`src/rtl/id_ex_reg_if.sv`:
```
// rtl/id_ex_reg_if.sv - ID-side inputs and EX-side outputs of the ID/EX pipeline register
interface id_ex_reg_if #(
  parameter int XLEN = 32
);
  logic            valid_i,    valid_o;
  logic            reg_wr_i,   reg_wr_o;
  logic            mem_rd_i,   mem_rd_o;
  logic            mem_wr_i,   mem_wr_o;
  logic            mem2reg_i,  mem2reg_o;
  logic            alu_src_i,  alu_src_o;
  logic            branch_i,   branch_o;
  logic            jump_i,     jump_o;
  logic [2:0]      alu_op_i,   alu_op_o;
  logic [2:0]      funct3_i,   funct3_o;
  logic [XLEN-1:0] pc_i,       pc_o;
  logic [XLEN-1:0] rs1_data_i, rs1_data_o;
  logic [XLEN-1:0] rs2_data_i, rs2_data_o;
  logic [XLEN-1:0] imm_i,      imm_o;
  logic [4:0]      rs1_i,      rs1_o;
  logic [4:0]      rs2_i,      rs2_o;
  logic [4:0]      rd_i,       rd_o;

  // master: ID stage driving the register and EX/hazard logic reading it
  modport master (
    output valid_i, reg_wr_i, mem_rd_i, mem_wr_i, mem2reg_i, alu_src_i, branch_i, jump_i,
           alu_op_i, funct3_i, pc_i, rs1_data_i, rs2_data_i, imm_i, rs1_i, rs2_i, rd_i,
    input  valid_o, reg_wr_o, mem_rd_o, mem_wr_o, mem2reg_o, alu_src_o, branch_o, jump_o,
           alu_op_o, funct3_o, pc_o, rs1_data_o, rs2_data_o, imm_o, rs1_o, rs2_o, rd_o
  );

  modport slave (
    input  valid_i, reg_wr_i, mem_rd_i, mem_wr_i, mem2reg_i, alu_src_i, branch_i, jump_i,
           alu_op_i, funct3_i, pc_i, rs1_data_i, rs2_data_i, imm_i, rs1_i, rs2_i, rd_i,
    output valid_o, reg_wr_o, mem_rd_o, mem_wr_o, mem2reg_o, alu_src_o, branch_o, jump_o,
           alu_op_o, funct3_o, pc_o, rs1_data_o, rs2_data_o, imm_o, rs1_o, rs2_o, rd_o
  );
endinterface

```
`src/rtl/id_ex_reg.sv`:
```
// rtl/id_ex_reg.sv - ID/EX pipeline register with bubble, flush and hold
// Optional performance counters enabled by macro ID_EX_PERF_EN.
module id_ex_reg #(
  parameter int XLEN = 32
) (
  input  logic        clk_i,
  input  logic        reset_i,
  input  logic        bubble_i,
  input  logic        flush_i,
  input  logic        hold_i,
  id_ex_reg_if.slave  bus,
  output logic [15:0] bubble_cnt_o,
  output logic [15:0] flush_cnt_o
);

  logic clear;
  logic ctl_en;

  // reset > flush > hold > bubble > load
  assign clear  = reset_i || flush_i || (!hold_i && bubble_i);
  assign ctl_en = bus.valid_i;

  always_ff @(posedge clk_i) begin
    if (clear) begin
      bus.valid_o    <= 1'b0;
      bus.reg_wr_o   <= 1'b0;
      bus.mem_rd_o   <= 1'b0;
      bus.mem_wr_o   <= 1'b0;
      bus.mem2reg_o  <= 1'b0;
      bus.alu_src_o  <= 1'b0;
      bus.branch_o   <= 1'b0;
      bus.jump_o     <= 1'b0;
      bus.alu_op_o   <= 3'd0;
      bus.funct3_o   <= 3'd0;
      bus.pc_o       <= '0;
      bus.rs1_data_o <= '0;
      bus.rs2_data_o <= '0;
      bus.imm_o      <= '0;
      bus.rs1_o      <= 5'd0;
      bus.rs2_o      <= 5'd0;
      bus.rd_o       <= 5'd0;
    end else if (!hold_i) begin
      // an invalid slot carries its data but can never write, access memory or redirect
      bus.valid_o    <= bus.valid_i;
      bus.reg_wr_o   <= bus.reg_wr_i  && ctl_en;
      bus.mem_rd_o   <= bus.mem_rd_i  && ctl_en;
      bus.mem_wr_o   <= bus.mem_wr_i  && ctl_en;
      bus.mem2reg_o  <= bus.mem2reg_i && ctl_en;
      bus.alu_src_o  <= bus.alu_src_i && ctl_en;
      bus.branch_o   <= bus.branch_i  && ctl_en;
      bus.jump_o     <= bus.jump_i    && ctl_en;
      bus.alu_op_o   <= ctl_en ? bus.alu_op_i : 3'd0;
      bus.funct3_o   <= bus.funct3_i;
      bus.pc_o       <= bus.pc_i;
      bus.rs1_data_o <= bus.rs1_data_i;
      bus.rs2_data_o <= bus.rs2_data_i;
      bus.imm_o      <= bus.imm_i;
      bus.rs1_o      <= bus.rs1_i;
      bus.rs2_o      <= bus.rs2_i;
      bus.rd_o       <= ctl_en ? bus.rd_i : 5'd0;
    end
  end

`ifdef ID_EX_PERF_EN
  logic [15:0] bubble_cnt;
  logic [15:0] flush_cnt;

  always_ff @(posedge clk_i) begin
    if (reset_i) begin
      bubble_cnt <= 16'h0000;
      flush_cnt  <= 16'h0000;
    end else begin
      if (flush_i && flush_cnt != 16'hFFFF)
        flush_cnt <= flush_cnt + 16'd1;
      if (bubble_i && !flush_i && !hold_i && bubble_cnt != 16'hFFFF)
        bubble_cnt <= bubble_cnt + 16'd1;
    end
  end

  assign bubble_cnt_o = bubble_cnt;
  assign flush_cnt_o  = flush_cnt;
`else
  assign bubble_cnt_o = 16'h0000;
  assign flush_cnt_o  = 16'h0000;
`endif

endmodule

```
`src/flat_wrapper.sv`:
```
// flat-port wrapper written by rule: the top's interface ports become plain ports
module id_ex_reg_flat 
#(
  parameter int XLEN = 32
)
  (clk_i, reset_i, bubble_i, flush_i, hold_i, bubble_cnt_o, flush_cnt_o, bus_valid_i, bus_reg_wr_i, bus_mem_rd_i, bus_mem_wr_i, bus_mem2reg_i, bus_alu_src_i, bus_branch_i, bus_jump_i, bus_alu_op_i, bus_funct3_i, bus_pc_i, bus_rs1_data_i, bus_rs2_data_i, bus_imm_i, bus_rs1_i, bus_rs2_i, bus_rd_i, bus_valid_o, bus_reg_wr_o, bus_mem_rd_o, bus_mem_wr_o, bus_mem2reg_o, bus_alu_src_o, bus_branch_o, bus_jump_o, bus_alu_op_o, bus_funct3_o, bus_pc_o, bus_rs1_data_o, bus_rs2_data_o, bus_imm_o, bus_rs1_o, bus_rs2_o, bus_rd_o);
  id_ex_reg_if #(.XLEN(XLEN)) bus_i ();
  input  logic clk_i;
  input  logic reset_i;
  input  logic bubble_i;
  input  logic flush_i;
  input  logic hold_i;
  output logic [15:0] bubble_cnt_o;
  output logic [15:0] flush_cnt_o;
  input wire logic [$bits(bus_i.valid_i)-1:0] bus_valid_i;
  input wire logic [$bits(bus_i.reg_wr_i)-1:0] bus_reg_wr_i;
  input wire logic [$bits(bus_i.mem_rd_i)-1:0] bus_mem_rd_i;
  input wire logic [$bits(bus_i.mem_wr_i)-1:0] bus_mem_wr_i;
  input wire logic [$bits(bus_i.mem2reg_i)-1:0] bus_mem2reg_i;
  input wire logic [$bits(bus_i.alu_src_i)-1:0] bus_alu_src_i;
  input wire logic [$bits(bus_i.branch_i)-1:0] bus_branch_i;
  input wire logic [$bits(bus_i.jump_i)-1:0] bus_jump_i;
  input wire logic [$bits(bus_i.alu_op_i)-1:0] bus_alu_op_i;
  input wire logic [$bits(bus_i.funct3_i)-1:0] bus_funct3_i;
  input wire logic [$bits(bus_i.pc_i)-1:0] bus_pc_i;
  input wire logic [$bits(bus_i.rs1_data_i)-1:0] bus_rs1_data_i;
  input wire logic [$bits(bus_i.rs2_data_i)-1:0] bus_rs2_data_i;
  input wire logic [$bits(bus_i.imm_i)-1:0] bus_imm_i;
  input wire logic [$bits(bus_i.rs1_i)-1:0] bus_rs1_i;
  input wire logic [$bits(bus_i.rs2_i)-1:0] bus_rs2_i;
  input wire logic [$bits(bus_i.rd_i)-1:0] bus_rd_i;
  output wire logic [$bits(bus_i.valid_o)-1:0] bus_valid_o;
  output wire logic [$bits(bus_i.reg_wr_o)-1:0] bus_reg_wr_o;
  output wire logic [$bits(bus_i.mem_rd_o)-1:0] bus_mem_rd_o;
  output wire logic [$bits(bus_i.mem_wr_o)-1:0] bus_mem_wr_o;
  output wire logic [$bits(bus_i.mem2reg_o)-1:0] bus_mem2reg_o;
  output wire logic [$bits(bus_i.alu_src_o)-1:0] bus_alu_src_o;
  output wire logic [$bits(bus_i.branch_o)-1:0] bus_branch_o;
  output wire logic [$bits(bus_i.jump_o)-1:0] bus_jump_o;
  output wire logic [$bits(bus_i.alu_op_o)-1:0] bus_alu_op_o;
  output wire logic [$bits(bus_i.funct3_o)-1:0] bus_funct3_o;
  output wire logic [$bits(bus_i.pc_o)-1:0] bus_pc_o;
  output wire logic [$bits(bus_i.rs1_data_o)-1:0] bus_rs1_data_o;
  output wire logic [$bits(bus_i.rs2_data_o)-1:0] bus_rs2_data_o;
  output wire logic [$bits(bus_i.imm_o)-1:0] bus_imm_o;
  output wire logic [$bits(bus_i.rs1_o)-1:0] bus_rs1_o;
  output wire logic [$bits(bus_i.rs2_o)-1:0] bus_rs2_o;
  output wire logic [$bits(bus_i.rd_o)-1:0] bus_rd_o;
  assign bus_i.valid_i = bus_valid_i;
  assign bus_i.reg_wr_i = bus_reg_wr_i;
  assign bus_i.mem_rd_i = bus_mem_rd_i;
  assign bus_i.mem_wr_i = bus_mem_wr_i;
  assign bus_i.mem2reg_i = bus_mem2reg_i;
  assign bus_i.alu_src_i = bus_alu_src_i;
  assign bus_i.branch_i = bus_branch_i;
  assign bus_i.jump_i = bus_jump_i;
  assign bus_i.alu_op_i = bus_alu_op_i;
  assign bus_i.funct3_i = bus_funct3_i;
  assign bus_i.pc_i = bus_pc_i;
  assign bus_i.rs1_data_i = bus_rs1_data_i;
  assign bus_i.rs2_data_i = bus_rs2_data_i;
  assign bus_i.imm_i = bus_imm_i;
  assign bus_i.rs1_i = bus_rs1_i;
  assign bus_i.rs2_i = bus_rs2_i;
  assign bus_i.rd_i = bus_rd_i;
  assign bus_valid_o = bus_i.valid_o;
  assign bus_reg_wr_o = bus_i.reg_wr_o;
  assign bus_mem_rd_o = bus_i.mem_rd_o;
  assign bus_mem_wr_o = bus_i.mem_wr_o;
  assign bus_mem2reg_o = bus_i.mem2reg_o;
  assign bus_alu_src_o = bus_i.alu_src_o;
  assign bus_branch_o = bus_i.branch_o;
  assign bus_jump_o = bus_i.jump_o;
  assign bus_alu_op_o = bus_i.alu_op_o;
  assign bus_funct3_o = bus_i.funct3_o;
  assign bus_pc_o = bus_i.pc_o;
  assign bus_rs1_data_o = bus_i.rs1_data_o;
  assign bus_rs2_data_o = bus_i.rs2_data_o;
  assign bus_imm_o = bus_i.imm_o;
  assign bus_rs1_o = bus_i.rs1_o;
  assign bus_rs2_o = bus_i.rs2_o;
  assign bus_rd_o = bus_i.rd_o;
  id_ex_reg #(.XLEN(XLEN)) u_core (.clk_i(clk_i), .reset_i(reset_i), .bubble_i(bubble_i), .flush_i(flush_i), .hold_i(hold_i), .bus(bus_i), .bubble_cnt_o(bubble_cnt_o), .flush_cnt_o(flush_cnt_o));
endmodule
```
`config.mk`:
```
export PLATFORM = sky130hd
export DESIGN_NAME = id_ex_reg_flat
export DESIGN_NICKNAME = d
export VERILOG_FILES = /design/src/rtl/id_ex_reg_if.sv /design/src/rtl/id_ex_reg.sv /design/src/flat_wrapper.sv
export SDC_FILE = /design/constraint.sdc
export NUM_CORES = 1
export LEC_CHECK = 0
export CORE_AREA = 2 2 138 140
export DETAILED_ROUTE_END_ITERATION = 6
export DIE_AREA = 0 0 140 142
export PLACE_DENSITY = 0.76
export SYNTH_ARGS = -nofsm -noshare
export SYNTH_HDL_FRONTEND = slang
export SYNTH_SLANG_ARGS = --single-unit
```
`constraint.sdc`:
```
create_clock -name clk_i -period 2.5 [get_ports clk_i]
set_input_delay 0.5 -clock clk_i [delete_from_list [all_inputs] [get_ports clk_i]]
set_output_delay 0.5 -clock clk_i [all_outputs]
set_load 0.005 [all_outputs]
```
# ---- Word level (Yosys, flattened, before mapping)
# Cells that the tools add are included.
dict set report totals {
  register_bits 157
  inputBits 162
  wordCells 30
}
dict set report classes {
  n_mux 2
  n_reduce_logical 11
}
# operator count
set op_table {}
lappend op_table {{$logic_and A1 B1 Y1} 8}
lappend op_table {{$mux W5} 1}
lappend op_table {{$mux W3} 1}
lappend op_table {{$logic_or A1 B1 Y1} 2}
lappend op_table {{$logic_not A1 Y1} 1}

# ---- Depth between registers and ports, before layout
dict set report depth {
  ltp_word 3
  mapped_depth 5
  ltp_nobuf 2
}

# ---- Worst setup path after synthesis
# No wires, ideal clock.
dict set report synth_path {
  path_type {input port to flip-flop}
  startpoint {input flush_i}
  endpoint {register u_core.bus.rs2_data_o[10] (netlist name)}
  t_arrival_ns 1.271
  required_ns 2.427
  setup_slack_ns 1.156
  cell_stages 5
  n_path_buf 3
  path_cell_list {or2_1 > buf_2 > buf_6 > buf_6 > nor3_2}
}
dict set report synth_via {
  elab_chain_len 2
}
# element line
set synth_lines {}
lappend synth_lines {{start: declaration} flat_wrapper.sv:11} ;# input logic flush_i;
lappend synth_lines {{$logic_or A1 B1 Y1 (2 in a row)} id_ex_reg.sv:20} ;# assign clear = reset_i || flush_i || (!hold_i && bubble_i);
lappend synth_lines {{end signal: assignment} id_ex_reg.sv:56} ;# bus.rs2_data_o <= bus.rs2_data_i;
lappend synth_lines {{end: declaration} id_ex_reg_if.sv:35} ;# alu_op_o, funct3_o, pc_o, rs1_data_o, rs2_data_o, imm_o, rs1_o, rs2_o, rd_o
# No other way between the ends.
# A chain may end at the register's enable or synchronous reset.

# ---- Worst setup path in the final report
dict set report layout_path {
  startpoint {register u_core.bus.pc_o[22] (netlist name)}
  endpoint {output bus_pc_o[22]}
}
# element line
set layout_lines {}
lappend layout_lines {{start: declaration} id_ex_reg_if.sv:35}
lappend layout_lines {{start signal: assignment} id_ex_reg.sv:54} ;# bus.pc_o <= bus.pc_i;
lappend layout_lines {{end: declaration} flat_wrapper.sv:42} ;# output wire logic [$bits(bus_i.pc_o)-1:0] bus_pc_o;
# No word-level cell between the ends.

==> results.yml <==
run_status:
  status: "finished with violations"
  violations: "DRC"
floorplanning:
  fp.dieArea_um2: 19880
  initial_core_util_pct: 37.27
  core_um2: 18460
  ios: 351
  die_h_um: 142
  die_w_um: 140
  std_cell_rows: 50
sta:
  max_freq_mhz: 541.2
  layout_setup_ws_ns: 0.6522
  slew-limit-headroom_pct: 63.25
  skew_ns: 0
  finalHoldViolCount: 0
  timing.final.crit_share_pct: 73.91
  tns_ns: 0
  worst_slew_pin_slew_ns: 0.5512
  setup_viol: 0
  rsz0062_at_grt: "false"
  layout_min_cycle_time_ns: 1.848
  slew_violations: 0
  hold_slack_ns: 0.4736
routing:
  wirelength_um: 17920
  vias_per_cell: 4.673
  vias: 5224
  first_pass_iters: 7
  drtAntennaViolNets: 0
  drc_errors: 25
  wl_per_cell_um: 16.03
  dr.first_iter.drc_count: 272
clock_network:
  cts_made_buffers: 17
  cts_hold_buf: 0
  ctsResizeCount: 0
  cts_buffer_depth: 2
  cts_tree: "done"
  htree_levels: 4
  clock_latency_ns: 0.41
  post-cts-setup-buffers: 0
  clkTransAtPathRegs_ns: 0.07
  clock-root-buffer: "clkbuf_16"
  cts_sinks: 157
critical_path:
  cpLargestDelayFamily: "buffers and inverters"
  startpoint_type: "register"
  worstPathRequired_ns: 2.00
  critical-path-max-stage-delay_ns: 0.55
  worst_setup_path_end_kind: "output pin"
  path_cells: "clkdlybuf4s50_1"
  cp_num_buf_inv: 1
  cp.arrival_ns: 1.35
  cp_max_fo: 2
  cp_slowest_cell: "clkdlybuf4s50_1"
  critPathKind: "register to output pin"
placement:
  post-place-ws_ns: 0.4864
  place_inst: 1086
  post_dp_cell_area_um2: 10020
  dpl.hpwl_um: 12600
  portBuffers: 318
  gp_congestion: 0.7215
synthesis:
  synth_top_cell_by_area: "dfxtp_1"
  yosysWarnings: 0
  ys_ff_latch: 157
  synthTopCellsByArea: "dfxtp_1, mux2i_1, nor3_2, buf_4, buf_6"
  yosysUniqueCellTypes: 14
  synth.cell_area_um2: 6879
  avgSynthCellArea_um2: 11.92
  yosysSeqAreaShare_pct: 45.69
  synth_top_cell_area_share_pct: 45.69
  synth_cells: 577
power:
  power.share.clock_pct: 41.2
  p_per_area_nw_per_um2: 555.7
  p_sw_mw: 1.475
  p_seq_share_pct: 44.2
  p_leak_nw: 3.999
  p_int_mw: 4.405
  power_mw: 5.880
  pwr-share-comb_pct: 14.5
  p_sw_share_pct: 25.09
  vdd_drop_max_mv: 0.4240
layout:
  regArea_um2: 3143
  drive_gt1_share_pct: 20.25
  n_fill_cell: 1654
  final_nets: 1033
  synthToLayoutAreaGrowth_pct: 53.80
  n_antenna_cell: 0
  finalCoreUtilization_pct: 57.33
  multi_input_area_um2: 3207
  fin_cells: 1118
  fin_area_um2: 10580
grt:
  grt_pass1_wl_um: 27920
  grt_pass1_vias: 5193
  grt_usage_pct: 17.57
  globalRouteOverflowTotal: 0
  antenna_found_initial: 0
  grt_max_degree: 82
run:
  drv_cap: 0
worst_hold_path:
  min_path_type: "register to register"
[path summary, 6_finish.rpt]
path	from	end	slack (ns)	cells after the start
worst max-delay path	u_core.bus.pc_o[22]	bus_pc_o[22]	0.65	1
worst min register to register	u_core.bus.mem_wr_o	u_core.bus.mem_wr_o	0.47	2
worst max register to register	u_core.bus.rd_o[4]	u_core.bus.rd_o[4]	1.77	2
worst min-delay path	u_core.bus.mem_wr_o	u_core.bus.mem_wr_o	0.47	2
[logic make-up after synthesis]
kind of cell | Yosys count | share of synthesized area, %
AO/OA/AOI/OAI | 15 | 1.637
buffers and inverters | 88 | 9.531
flip-flops | 157 | 45.69
multiplexers | 142 | 20.66
other | 1 | 0.05451
AND/OR/NAND/NOR | 174 | 22.43
[cell type report]
class,instances,share of cell area (%)
Timing Repair Buffer,332,31.94
Multi-Input combinational cell,363,30.31
Sequential cell,157,29.71
Clock buffer,19,4.281
Tap cell,234,2.767
Clock inverter,13,0.9934
[cells in the mapped netlist]
library cell  number
nor3_2           130
buf_6             16
nand3b_1          15
nor2b_1            1
mux2i_1          142
conb_1             1
nor3_1            12
a211oi_1          15
dfxtp_1          157
nand2_1           15
or2_1              1
buf_4             48
buf_2             20
clkbuf_1           4
[layer usage]
metal	vias up	global-route usage [%]	wire [um]
li1	2563	-	-
met1	2412	20.96	7302
met2	223	28.80	8495
met3	26	6.931	1721
met4	0	6.486	402
met5	-	0	0
[power groups by stage]
| stage | Sequential [mW] | Combinational, mW | Clock, mW |
|---|---|---|---|
| after floorplan | 2.66 | 0.453 | 0 |
| after global placement | 2.66 | 0.854 | 0 |
| after detailed placement | 2.66 | 0.859 | 0 |
| after CTS | 2.60 | 0.863 | 2.51 |
| after global routing | 2.61 | 0.917 | 2.60 |
| final | 2.60 | 0.853 | 2.43 |
[registers in the layout, indices dropped and copies added (netlist names)]
register and count:
u_core.bus.reg_wr_o 1, u_core.bus.mem_rd_o 1, u_core.bus.pc_o 32, u_core.bus.rs2_o 5
u_core.bus.rs1_o 5, u_core.bus.mem2reg_o 1, u_core.bus.alu_src_o 1, u_core.bus.alu_op_o 3
u_core.bus.mem_wr_o 1, u_core.bus.rd_o 5, u_core.bus.valid_o 1, u_core.bus.funct3_o 3
u_core.bus.jump_o 1, u_core.bus.rs1_data_o 32, u_core.bus.rs2_data_o 32, u_core.bus.branch_o 1
u_core.bus.imm_o 32
[layout by cell type, fill, tap and decap left out, drive strengths merged]
cell type,instances
nor3,142
clkbuf,20
or2,1
clkdlybuf4s50,317
nand3b,15
buf,14
a211oi,15
nor2b,1
mux2i,142
clkinv,8
inv,4
nand2,15
conb,32
dfxtp,157
clkinvlp,1
(Power assumes the default switching activity.)
